$ cat config.mk
export PLATFORM = sky130hd
export DESIGN_NAME = serial_subtractor
export DESIGN_NICKNAME = d
export VERILOG_FILES = /design/src/rtl/serial_subtractor.sv
export SDC_FILE = /design/constraint.sdc
export NUM_CORES = 1
export LEC_CHECK = 0
export CAP_MARGIN = 20
export CORE_AREA = 5 5 63 65
export CTS_CLUSTER_SIZE = 14
export DETAILED_ROUTE_END_ITERATION = 8
export DIE_AREA = 0 0 68 70
export GPL_ROUTABILITY_DRIVEN = 0
export GPL_TIMING_DRIVEN = 0
export PLACE_DENSITY = 0.76
export RECOVER_POWER = 25
export SLEW_MARGIN = 20
export SYNTH_ARGS = -nofsm -noshare
export SYNTH_HDL_FRONTEND = slang
export SYNTH_SLANG_ARGS = --single-unit
$ cat constraint.sdc
create_clock -name clk -period 1.83 [get_ports clk]
set_input_delay 0.2745 -clock clk [delete_from_list [all_inputs] [get_ports clk]]
set_output_delay 0.2745 -clock clk [all_outputs]
set_load 0.03 [all_outputs]
$ cat src/rtl/serial_subtractor.sv
// Bit-serial unsigned subtractor a - b, LSB first, using a NAND-only full-subtractor slice.
// Latency: WIDTH clock edges from the accepting edge to diff/borrow/done.
// Backpressure: start is only sampled while idle; requests while busy are dropped.
// Optional build macro SERIAL_SUB_SAT_EN: clamp diff to zero when the result underflows.

// Two-input NAND, the only gate the datapath slice is built from.
module serial_sub_nand2 (
    input  logic x,
    input  logic y,
    output logic z
);
    assign z = ~(x & y);
endmodule

module serial_subtractor #(
    parameter int WIDTH = 8
) (
    input  logic             clk,
    input  logic             rst_n,
    input  logic             start,
    input  logic [WIDTH-1:0] a,
    input  logic [WIDTH-1:0] b,
    output logic             busy,
    output logic             done,
    output logic [WIDTH-1:0] diff,
    output logic             borrow
);
    localparam int CW = (WIDTH > 1) ? $clog2(WIDTH) : 1;
    localparam logic [CW-1:0] LAST_CNT = CW'(WIDTH - 1);

    typedef enum logic {IDLE, RUN} state_t;

    state_t           state;
    state_t           state_nxt;
    logic             accept;
    logic             last;

    logic [WIDTH-1:0] a_sr;
    logic [WIDTH-1:0] b_sr;
    logic [WIDTH-1:0] d_sr;
    logic             bin;
    logic [CW-1:0]    cnt;

    // Slice internals: two half subtractors, each an XOR (4 NANDs) whose
    // third NAND output doubles as the inverted borrow (~(~x & y)).
    logic a0;
    logic b0;
    logic h1_n1, h1_n2, h1_n3, h1_d;
    logic h2_n1, h2_n2, h2_n3;
    logic d;
    logic bout;
    logic [WIDTH-1:0] d_final;

    assign a0 = a_sr[0];
    assign b0 = b_sr[0];

    // First half subtractor: a0 - b0
    serial_sub_nand2 u_h1_n1 (.x(a0),    .y(b0),    .z(h1_n1));
    serial_sub_nand2 u_h1_n2 (.x(a0),    .y(h1_n1), .z(h1_n2));
    serial_sub_nand2 u_h1_n3 (.x(b0),    .y(h1_n1), .z(h1_n3));
    serial_sub_nand2 u_h1_d  (.x(h1_n2), .y(h1_n3), .z(h1_d));

    // Second half subtractor: (a0 ^ b0) - bin
    serial_sub_nand2 u_h2_n1 (.x(h1_d),  .y(bin),   .z(h2_n1));
    serial_sub_nand2 u_h2_n2 (.x(h1_d),  .y(h2_n1), .z(h2_n2));
    serial_sub_nand2 u_h2_n3 (.x(bin),   .y(h2_n1), .z(h2_n3));
    serial_sub_nand2 u_h2_d  (.x(h2_n2), .y(h2_n3), .z(d));

    // OR of the two borrows in NAND form, fed directly by the inverted borrows
    serial_sub_nand2 u_bout  (.x(h1_n3), .y(h2_n3), .z(bout));

    assign d_final = {d, d_sr[WIDTH-1:1]};
    assign busy    = (state == RUN);

    // FSM state register
    always_ff @(posedge clk or negedge rst_n) begin
        if (!rst_n) begin
            state <= IDLE;
        end else begin
            state <= state_nxt;
        end
    end

    // Next-state logic: accept a request when idle, finish after the last bit
    always_comb begin
        state_nxt = state;
        accept    = 1'b0;
        last      = 1'b0;
        case (state)
            IDLE: begin
                if (start) begin
                    accept    = 1'b1;
                    state_nxt = RUN;
                end
            end
            RUN: begin
                if (cnt == LAST_CNT) begin
                    last      = 1'b1;
                    state_nxt = IDLE;
                end
            end
            default: state_nxt = IDLE;
        endcase
    end

    // Operand/result shift registers, borrow chain, bit counter and result registers
    always_ff @(posedge clk or negedge rst_n) begin
        if (!rst_n) begin
            a_sr   <= '0;
            b_sr   <= '0;
            d_sr   <= '0;
            bin    <= 1'b0;
            cnt    <= '0;
            diff   <= '0;
            borrow <= 1'b0;
            done   <= 1'b0;
        end else begin
            done <= last;
            if (accept) begin
                a_sr <= a;
                b_sr <= b;
                d_sr <= '0;
                bin  <= 1'b0;
                cnt  <= '0;
            end else if (busy) begin
                a_sr <= {1'b0, a_sr[WIDTH-1:1]};
                b_sr <= {1'b0, b_sr[WIDTH-1:1]};
                d_sr <= d_final;
                bin  <= bout;
                cnt  <= cnt + 1'b1;
                if (last) begin
                    borrow <= bout;
`ifdef SERIAL_SUB_SAT_EN
                    diff   <= bout ? '0 : d_final;
`else
                    diff   <= d_final;
`endif
                end
            end
        end
    end
endmodule

After elaboration in Yosys (flattened, before gate mapping)
Index checks and enable logic that the tools add are counted.
{"block": "op_classes", "muxes": 16, "eq_ne": 1, "n_reduce_logical": 2, "bitwise": 20, "addsub": 1}
{"op": "two-way mux 8 bit", "n": 6}
{"op": "inverter 1 bit", "n": 11}
{"op": "AND 1 bit", "n": 9}
{"op": "two-way mux 1 bit", "n": 7}
{"op": "two-way mux 3 bit", "n": 2}
{"op": "adder 3 x 1 -> 3 bit (second input constant)", "n": 1}
{"op": "== test 3 bit (second input constant)", "n": 1}
{"op": "AND reduction 3 bit", "n": 1}
{"op": "one-hot mux 1 bit (2 select lines)", "n": 1}
{"op": "nonzero test 2 bit", "n": 1}
{"block": "totals", "inputBits": 19, "ff_bits": 39, "out_inout_bits": 11, "elab_cells": 49}

Logic depth before layout (Yosys ltp)
Gate-level depths: netlist of run 1.
{"block": "logic_depth", "depth_word": 14, "ltp_mapped": 4, "depth_no_buf": 4}

By module
From an unflattened synthesis of run 1, not the netlist that was laid out.
{"block": "unflattened", "hier_cells": 127, "area_unflattened_um2": 1647.8}
{"module": "serial_subtractor", "seq_area_each_um2": 950.9, "n_inst": 1, "area_per_inst_um2": 1614.0, "cells_per_inst": 118}
{"module": "serial_sub_nand2", "seq_area_each_um2": 0.0, "n_inst": 9, "area_per_inst_um2": 3.8, "cells_per_inst": 1}

Least setup slack after synthesis of run 1
Ideal clock, no wire load.
{"block": "synth_path", "path_kind": "register to register", "start": "register cnt[0]", "end": "register borrow", "path_stages_with_launch": 5, "path_slack_ns": 0.471, "required_ns": 1.705, "period_less_slack_ns": 1.359, "arrival_ns": 1.234, "setup_ns": 0.125, "n_path_buf": 0, "cell_sequence": "dfrtp_1 -> ha_1 -> ha_1 -> nand2_8 -> mux2_4"}
{"block": "synth_between", "elab_chain_len": 4}
{"element": "start: declaration", "line": "42", "source": "logic [CW-1:0] cnt;"}
{"element": "start signal: assignment", "line": "130", "source": "cnt <= cnt + 1'b1;"}
{"element": "== test 3 bit", "line": "97", "source": "if (cnt == LAST_CNT) begin"}
{"element": "two-way mux 1 bit", "line": "97"}
{"element": "two-way mux 1 bit", "line": "89", "source": "case (state)"}
{"element": "AND reduction 3 bit (no line)"}
{"element": "end signal: assignment", "line": "132", "source": "borrow <= bout;"}
{"element": "end: declaration", "line": "26", "source": "output logic borrow"}
Every way passes these cells.
A chain may end at the register's enable or synchronous reset.

Worst setup path after layout of run 1
{"block": "layout_path", "start": "register state (netlist: busy)", "end": "output port busy"}
{"element": "start: declaration", "line": "33", "source": "state_t state;"}
{"element": "start signal: assignment", "line": "80", "source": "state <= state_nxt;"}
{"element": "end: declaration", "line": "23", "source": "output logic busy,"}
No word-level cell between the ends.

==> results of run 1 <==
[flip-flops by register name, summed over array words and instances, names as in the netlist, 3 cells and up]
register  cells
diff          8
d_sr          7
b_sr          8
cnt           3
a_sr          8
[metal layers]
metal  share of wire, %  routed length, um
met5                  0                  0
met3                6.7                195
met1                 45               1310
met4                1.7                 49
met2                 47               1380
[stage by stage]
stage               utilization [%]  instance area (um^2)  total power (uW)  instances  TNS (ns)
global route                   63.0                  2070              3610        206         0
detailed placement             60.8                  2000              2850        197         0
CTS                            63.5                  2090              3420        206         0
finish                         63.0                  2070              3370        206         0
global placement               60.4                  1980              2790        196    -12.29
floorplan                         -                  1650              2390        122         0
[power by group]
part	switching, uW	internal, uW	total [uW]
Clock	276	283	559
Combinational	697	735	1430
Sequential	199	1180	1380
Total	1170	2200	3370
[final cells by class]
type	instances	area (um^2)
Fill cell	276	1210
Multi-Input combinational cell	72	606
Inverter	4	15.0
Clock inverter	3	40.0
Sequential cell	38	951
Tap cell	46	57.6
Clock buffer	5	37.5
Timing Repair Buffer	30	289
Buffer	8	73.8
[timing repair]
action | CTS | global route
gates resized for setup | 0 | 0
hold buffers | 1 | 0
hold endpoints to repair | 10 | 0
[logic make-up (layout without fill, tap and decap cells)]
logic type      after synthesis  after routing
flops                        38             38
mux                          26             26
compound gates               25             25
simple gates                 18             18
buf+inv                      12             50
fa+ha+maj                     3              3
[cell usage after synthesis]
master,n,area (um^2)
buf_2,3,15.0
mux2_2,1,11.3
inv_1,4,15.0
mux2i_1,16,160
buf_6,3,33.8
clkbuf_2,1,5.00
o21ai_0,6,30.0
a22o_1,10,87.6
mux2_4,9,135
ha_1,2,25.0
fa_1,1,20.0
dfrtp_1,38,951
nand2_8,1,20.0
buf_12,1,20.0
o21ai_1,8,40.0
nand2_1,14,52.6
a21oi_1,1,5.00
nor2_4,1,11.3
nor2_1,2,7.51
[layout by cell type (no fill, tap or decap)]
cell type and instances:
inv_1 4, mux2_4 9, o21ai_1 8, nand2_8 1
nor2_4 1, clkbuf_2 2, dfrtp_1 38, bufinv_16 1
clkbuf_1 1, a22o_1 10, clkbuf_4 5, a21oi_1 1
mux2i_1 16, nor2_1 2, buf_12 1, mux2_2 1
dlygate4sd3_1 1, o21ai_0 6, buf_2 3, ha_1 2
nand2_1 14, fa_1 1, clkdlybuf4s50_1 27, clkinv_2 2
buf_6 3
[worst max-delay path by stage]
| stage | start | endpoint | slack [ns] | cells after the start |
|---|---|---|---|---|
| finish | busy | busy | 0.15 | 1 |
| global placement | rst_n | b_sr[7] | -0.32 | 1 |
| floorplan | cnt[0] | borrow | 0.47 | 4 |
| CTS | busy | busy | 0.12 | 1 |
| detailed placement | cnt[0] | diff[1] | 0.40 | 4 |
| global route | rst_n | a_sr[7] | 0.06 | 3 |
==> metrics.md, run 1 <==
| Metric | Value |
|---|---|
| Req. time, crit path | around 1.6 ns |
| Worst R2R Start | cnt[0] |
| Synthesized cell area | about 1600 um^2 |
| DR iter-0 viols | 53 |
| DIE HEIGHT | roughly 70 um |
| HP Class | primary input to flop |
| Area share of fa/ha/maj cells after synthesis | approximately 2.7% |
| Clock Skew | 0.0127 ns |
| Routed vias | approximately 1100 |
| Antenna violations before repair | 0 |
| Main combinational cell family by area after synthesis | multiplexers |
| Initial core utilization | about 50% |
| Total global routing overflow | 0 |
| Syn Area/Cell | roughly 13 um^2 |
| Hold path start | start |
| Post-Place Worst Slack | about 0.4 ns |
| Gate Count Post-Synth | approximately 120 |
| Tightest Pin Transition | ~0.68 ns |
| CTS tree | yes |
| Reg2reg end | diff[1] |
| Residual DRC | 0 |
| Root Buffer | clkbuf_4 |
| Post-synthesis compound-gate area fraction | about a tenth |
| Hold path depth | 3 |
| First-pass GRT wire length | 5170 um |
| Slew margin rel. | roughly 55% |
| Port Buf Inserts | 28 |
| Register area share after synthesis | between 50% and 60% |
| Pre-Repair DR Iteration Count | 4 |
| Buf/Inv on CP | 1 |
| CTS H-tree depth | 2 |
| Vias in the first global route | 1111 |
| Total CTS buffers | 5 |
| IO Pins | 30 |
| Synth cell types | 19 |
| # rows | 21 |
| Final setup vio count | 0 |
| Later-pin clock latency in the skew report | between 0.3 and 0.4 ns |
| Hold_ws | slightly above 0.3 ns |
| Met1 usage | a little under a fifth |
| Leakage | 0.000991 uW |
| Share of cells above drive strength 1 | a little under a fifth |
| Critical path launch point type | flop |
| GRT met3 Usage | ~6.4% |
| # Max-Cap Violations | 0 |
| Die width | ~68 um |
| Mapped Nets | between 100 and 150 |
| Post-route minimum period | between 1.5 and 2 ns |
| Simple-Gate Fraction of Synth Area | 5.55% |
| Flops & latches, synth | 38 |
| Synth Area in XOR/XNOR | 0% |
| Vias per cell | ~5.1 |
| # diodes | 0 |
| CP max FO | 2 |
| Worst VDD drop | about 0.00072 V |
| Status | finished, final reports clean |
| Final period util | 92.0% |
| GR peak layer | met2 |
| Crit-path cells | clkdlybuf4s50_1 |
| Clock Path Buffers | 2 |
| Critical Path End Type | primary output |
| WL per Instance | around 14 um |
| HPWL Detailed | between 2000 and 2500 um |
| Sink Count | 38 |
| CP max stage delay | about 0.68 ns |
| Final Max Slew Viols | 0 |
| Register-to-Register Path Depth | 4 |
| Reg clk slew, reported paths | about 0.11 ns |
| GR Util met2 | 21.0% |
| Syn. warnings | 0 |
| Delay-heaviest family, CP | buffers and inverters |
| Setup Buffers After CTS | 0 |
| CP Class | flop to primary output |
| Final hold violation count | 0 |
| Slowest stage cell, crit path | clkdlybuf4s50_1 |
| Max Clock Freq | 594 MHz |
| Gr usage total | about 15% |
| Worst R2R Setup Slack | about 0.39 ns |
| Mux cell area share after synthesis | 18.6% |
| RSZ-0062 raised after global routing | false |
| Layout Nets | roughly 180 |
| Setup ws final | 0.146 ns |
| Routed wire length | roughly 3000 um |
| Area grow syn2layout | 25.8% |
| Core area | between 3000 and 4000 um^2 |
| WHS Endpoint | b_sr[0] |
| PwrDens | about 1600 nW/um^2 |
| Antenna violation net count after detailed routing | 0 |
| Worst Path Arrival | ~1.4 ns |
| Largest net degree at the start of global routing | 29 |
| Die ar. | 4760 um^2 |
No activity file was read; power rests on OpenSTA's default activity.
==> run 2, diff against run 1 <==
Settings changed: CAP_MARGIN 20 to unset, CELL_PAD_IN_SITES_DETAIL_PLACEMENT set to 0, CELL_PAD_IN_SITES_GLOBAL_PLACEMENT set to 1, CORE_AREA 5 5 63 65 to 2 2 67 69, DIE_AREA 0 0 68 70 to 0 0 69 71, PLACE_DENSITY 0.76 to unset, PLACE_DENSITY_LB_ADDON set to 0.1.
==> run 2 against run 1 <==
Effect of this change:
- first-iteration DRC count grew 57%
- highest routed layer unchanged
- cell count grew 2.9%
- critical endpoint unchanged
- die area rose by 2.9%
- hold slack better by 0.060 ns
- largest power group unchanged
==> metrics.md, run 2 (synthesized netlist as in run 1, its figures left out) <==
| Metric | Value |
|---|---|
| Leakage | 0.00100 uW (was 0.000991 uW) |
| Share of cells above drive strength 1 | 17.5% (was 18.1%) |
| Most common cell after layout, fill and taps aside | dfrtp_1 (unchanged) |
| Post-Place Worst Slack | 0.407 ns (was 0.402 ns) |
| First-pass GRT wire length | 5280 um (was 5170 um) |
| Slowest stage cell, crit path | clkdlybuf4s50_1 (unchanged) |
| CP Class | flop to primary output (unchanged) |
| Initial core utilization | 39.1% (was 50.1%) |
| Most frequent cells in the layout | dfrtp_1 (38), clkdlybuf4s50_1 (27), mux2i_1 (16) (unchanged) |
| CTS tree | yes (unchanged) |
| Die ar. | 4900 um^2 (was 4760 um^2) |
| Antenna violation net count after detailed routing | 0 (unchanged) |
| Largest net degree at the start of global routing | 23 (was 29) |
| CP max FO | 2 (unchanged) |
| Area of the multi-input gates | 606 um^2 (unchanged) |
| DR iter-0 viols | 83 (was 53) |
| Total of fill cells in the finished design | 380 (was 276) |
| Pre-Repair DR Iteration Count | 4 (unchanged) |
| Vias in the first global route | 1133 (was 1111) |
| IO Pins | 30 (unchanged) |
| Switching Fraction | 34.6% (was 34.8%) |
| Buf/Inv on CP | 1 (unchanged) |
| Slew margin rel. | 32.0% (was 54.8%) |
| Vias per cell | 4.87 (was 5.10) |
| HPWL Detailed | 2130 um (was 2180 um) |
| Power share of the clock group | 17.1% (was 16.6%) |
| PwrDens | 1610 nW/um^2 (was 1630 nW/um^2) |
| Net switching power | 1180 uW (was 1170 uW) |
| Worst Path Arrival | 1.35 ns (was 1.41 ns) |
| Final Util | 50.3% (was 63.0%) |
| Worst VDD drop | 0.000488 V (was 0.000715 V) |
| Total CTS buffers | 5 (unchanged) |
| Post-route minimum period | 1.63 ns (was 1.68 ns) |
| Total global routing overflow | 0 (unchanged) |
| CP max stage delay | 0.68 ns (about the same) |
| Layout Nets | 181 (unchanged) |
| Routed wire length | 2960 um (was 2930 um) |
| Delay-heaviest family, CP | buffers and inverters (unchanged) |
| CTS H-tree depth | 2 (unchanged) |
| HP Class | primary input to flop (unchanged) |
| Dpl cell area | 2010 um^2 (was 2000 um^2) |
| Die width | 69 um (was 68 um) |
| Gr usage total | 14.1% (was 14.6%) |
| Max Clock Freq | 614 MHz (was 594 MHz) |
| Final period util | 89.0% (was 92.0%) |
| Critical path launch point type | flop (unchanged) |
| # diodes | 0 (unchanged) |
| Clock Path Buffers | 2 (unchanged) |
| Setup ws final | 0.201 ns (was 0.146 ns) |
| Reg power frac | 40.9% (about the same) |
| Area grow syn2layout | 28.4% (was 25.8%) |
| Core area | 4200 um^2 (was 3280 um^2) |
| Later-pin clock latency in the skew report | 0.29 ns (was 0.35 ns) |
| Root Buffer | clkbuf_8 (was clkbuf_4) |
| Crit-path cells | clkdlybuf4s50_1 (unchanged) |
| Residual DRC | 0 (unchanged) |
| DIE HEIGHT | 71 um (was 70 um) |
| Antenna violations before repair | 0 (unchanged) |
| Sink Count | 38 (unchanged) |
| Tightest Pin Transition | 1.02 ns (was 0.677 ns) |
| Cell internal pwr | 2230 uW (was 2200 uW) |
| RSZ-0062 raised after global routing | false (unchanged) |
| Combinational share of power | 42.1% (was 42.5%) |
| Critical Path End Type | primary output (unchanged) |
| Total power | 3410 uW (was 3370 uW) |
| Routed vias | 1032 (was 1051) |
| Final hold violation count | 0 (unchanged) |
| Final setup vio count | 0 (unchanged) |
| Clock Skew | 0.00391 ns (was 0.0127 ns) |
| Status | finished, final reports clean (unchanged) |
| Register area | 951 um^2 (unchanged) |
| Finished Cell Area | 2110 um^2 (was 2070 um^2) |
| # rows | 24 (was 21) |
| # Max-Cap Violations | 0 (unchanged) |
| Final Max Slew Viols | 0 (unchanged) |
| Resize count post-CTS | 0 (unchanged) |
| Top flop regs | a_sr x8, b_sr x8, diff x8 (unchanged) |
| Req. time, crit path | 1.56 ns (about the same) |
| Port Buf Inserts | 28 (unchanged) |
| Reg clk slew, reported paths | 0.07 ns (was 0.11 ns) |
| WL per Instance | 13.9 um (was 14.2 um) |
[run 2: cell types whose count changed in the layout (fill, tap and decap cells not counted)]
cell,before,now
buf_16,0,1
bufinv_16,1,0
clkbuf_1,1,2
clkbuf_2,2,1
clkbuf_4,5,0
clkbuf_8,0,6
clkinv_2,2,1
[run 2: worst paths after layout]
kind,slack [ns],to,startpoint,cells past startpoint
worst max-delay path,0.20,busy,busy,1
worst min-delay path,0.37,a_sr[6],start,3
worst max register to register,0.41,diff[7],cnt[0],4
worst min register to register,0.49,b_sr[1],b_sr[2],2
max in group asynchronous,0.51,b_sr[6],rst_n,3
min in group asynchronous,0.68,diff[1],rst_n,2
[run 2: layout make-up]
| class | instances | area share [%] |
|---|---|---|
| buffer | 8 | 3.49 |
| clock buffer | 7 | 4.09 |
| clock inverter | 1 | 0.237 |
| inverter | 4 | 0.710 |
| multi-input combinational | 72 | 28.7 |
| sequential | 38 | 45.0 |
| tap | 52 | 3.08 |
| timing repair buffer | 30 | 14.7 |
[run 2: per-stage QoR]
stage	setup TNS [ns]	hold slack [ns]	std cells
finish	0	0.369	212
detailed placement	0	0.230	203
floorplan	0	-0.0211	122
CTS	0	0.364	212
global placement	-15.83	0.462	202
global route	0	0.371	212
[run 2: per-layer routing]
metal	share of wire [%]	up-vias	track usage [%]
li1	-	496	-
met1	42	503	15.5
met2	51	27	24.5
met3	4.8	6	4.84
met4	2.1	0	6.54
met5	0	-	0
[run 2: timing repair]
item	CTS	global route
hold buffers	1	0
setup buffers	0	0
endpoints found under the hold margin	16	0
[run 2: power by group through the flow]
stage	sequential [uW]	combinational (uW)	clock [uW]
2_1_floorplan	1560	829	0
3_3_place_gp	1390	1420	0
3_5_place_dp	1410	1460	0
4_1_cts	1390	1460	610
5_1_grt	1440	1570	649
6_report	1390	1430	582
==> run 3, diff against run 2 <==
Settings changed: SKIP_LAST_GASP set to 1.
==> results of run 3 <==
Same layout as run 2: the final DEF is identical, and so are final timing and power.
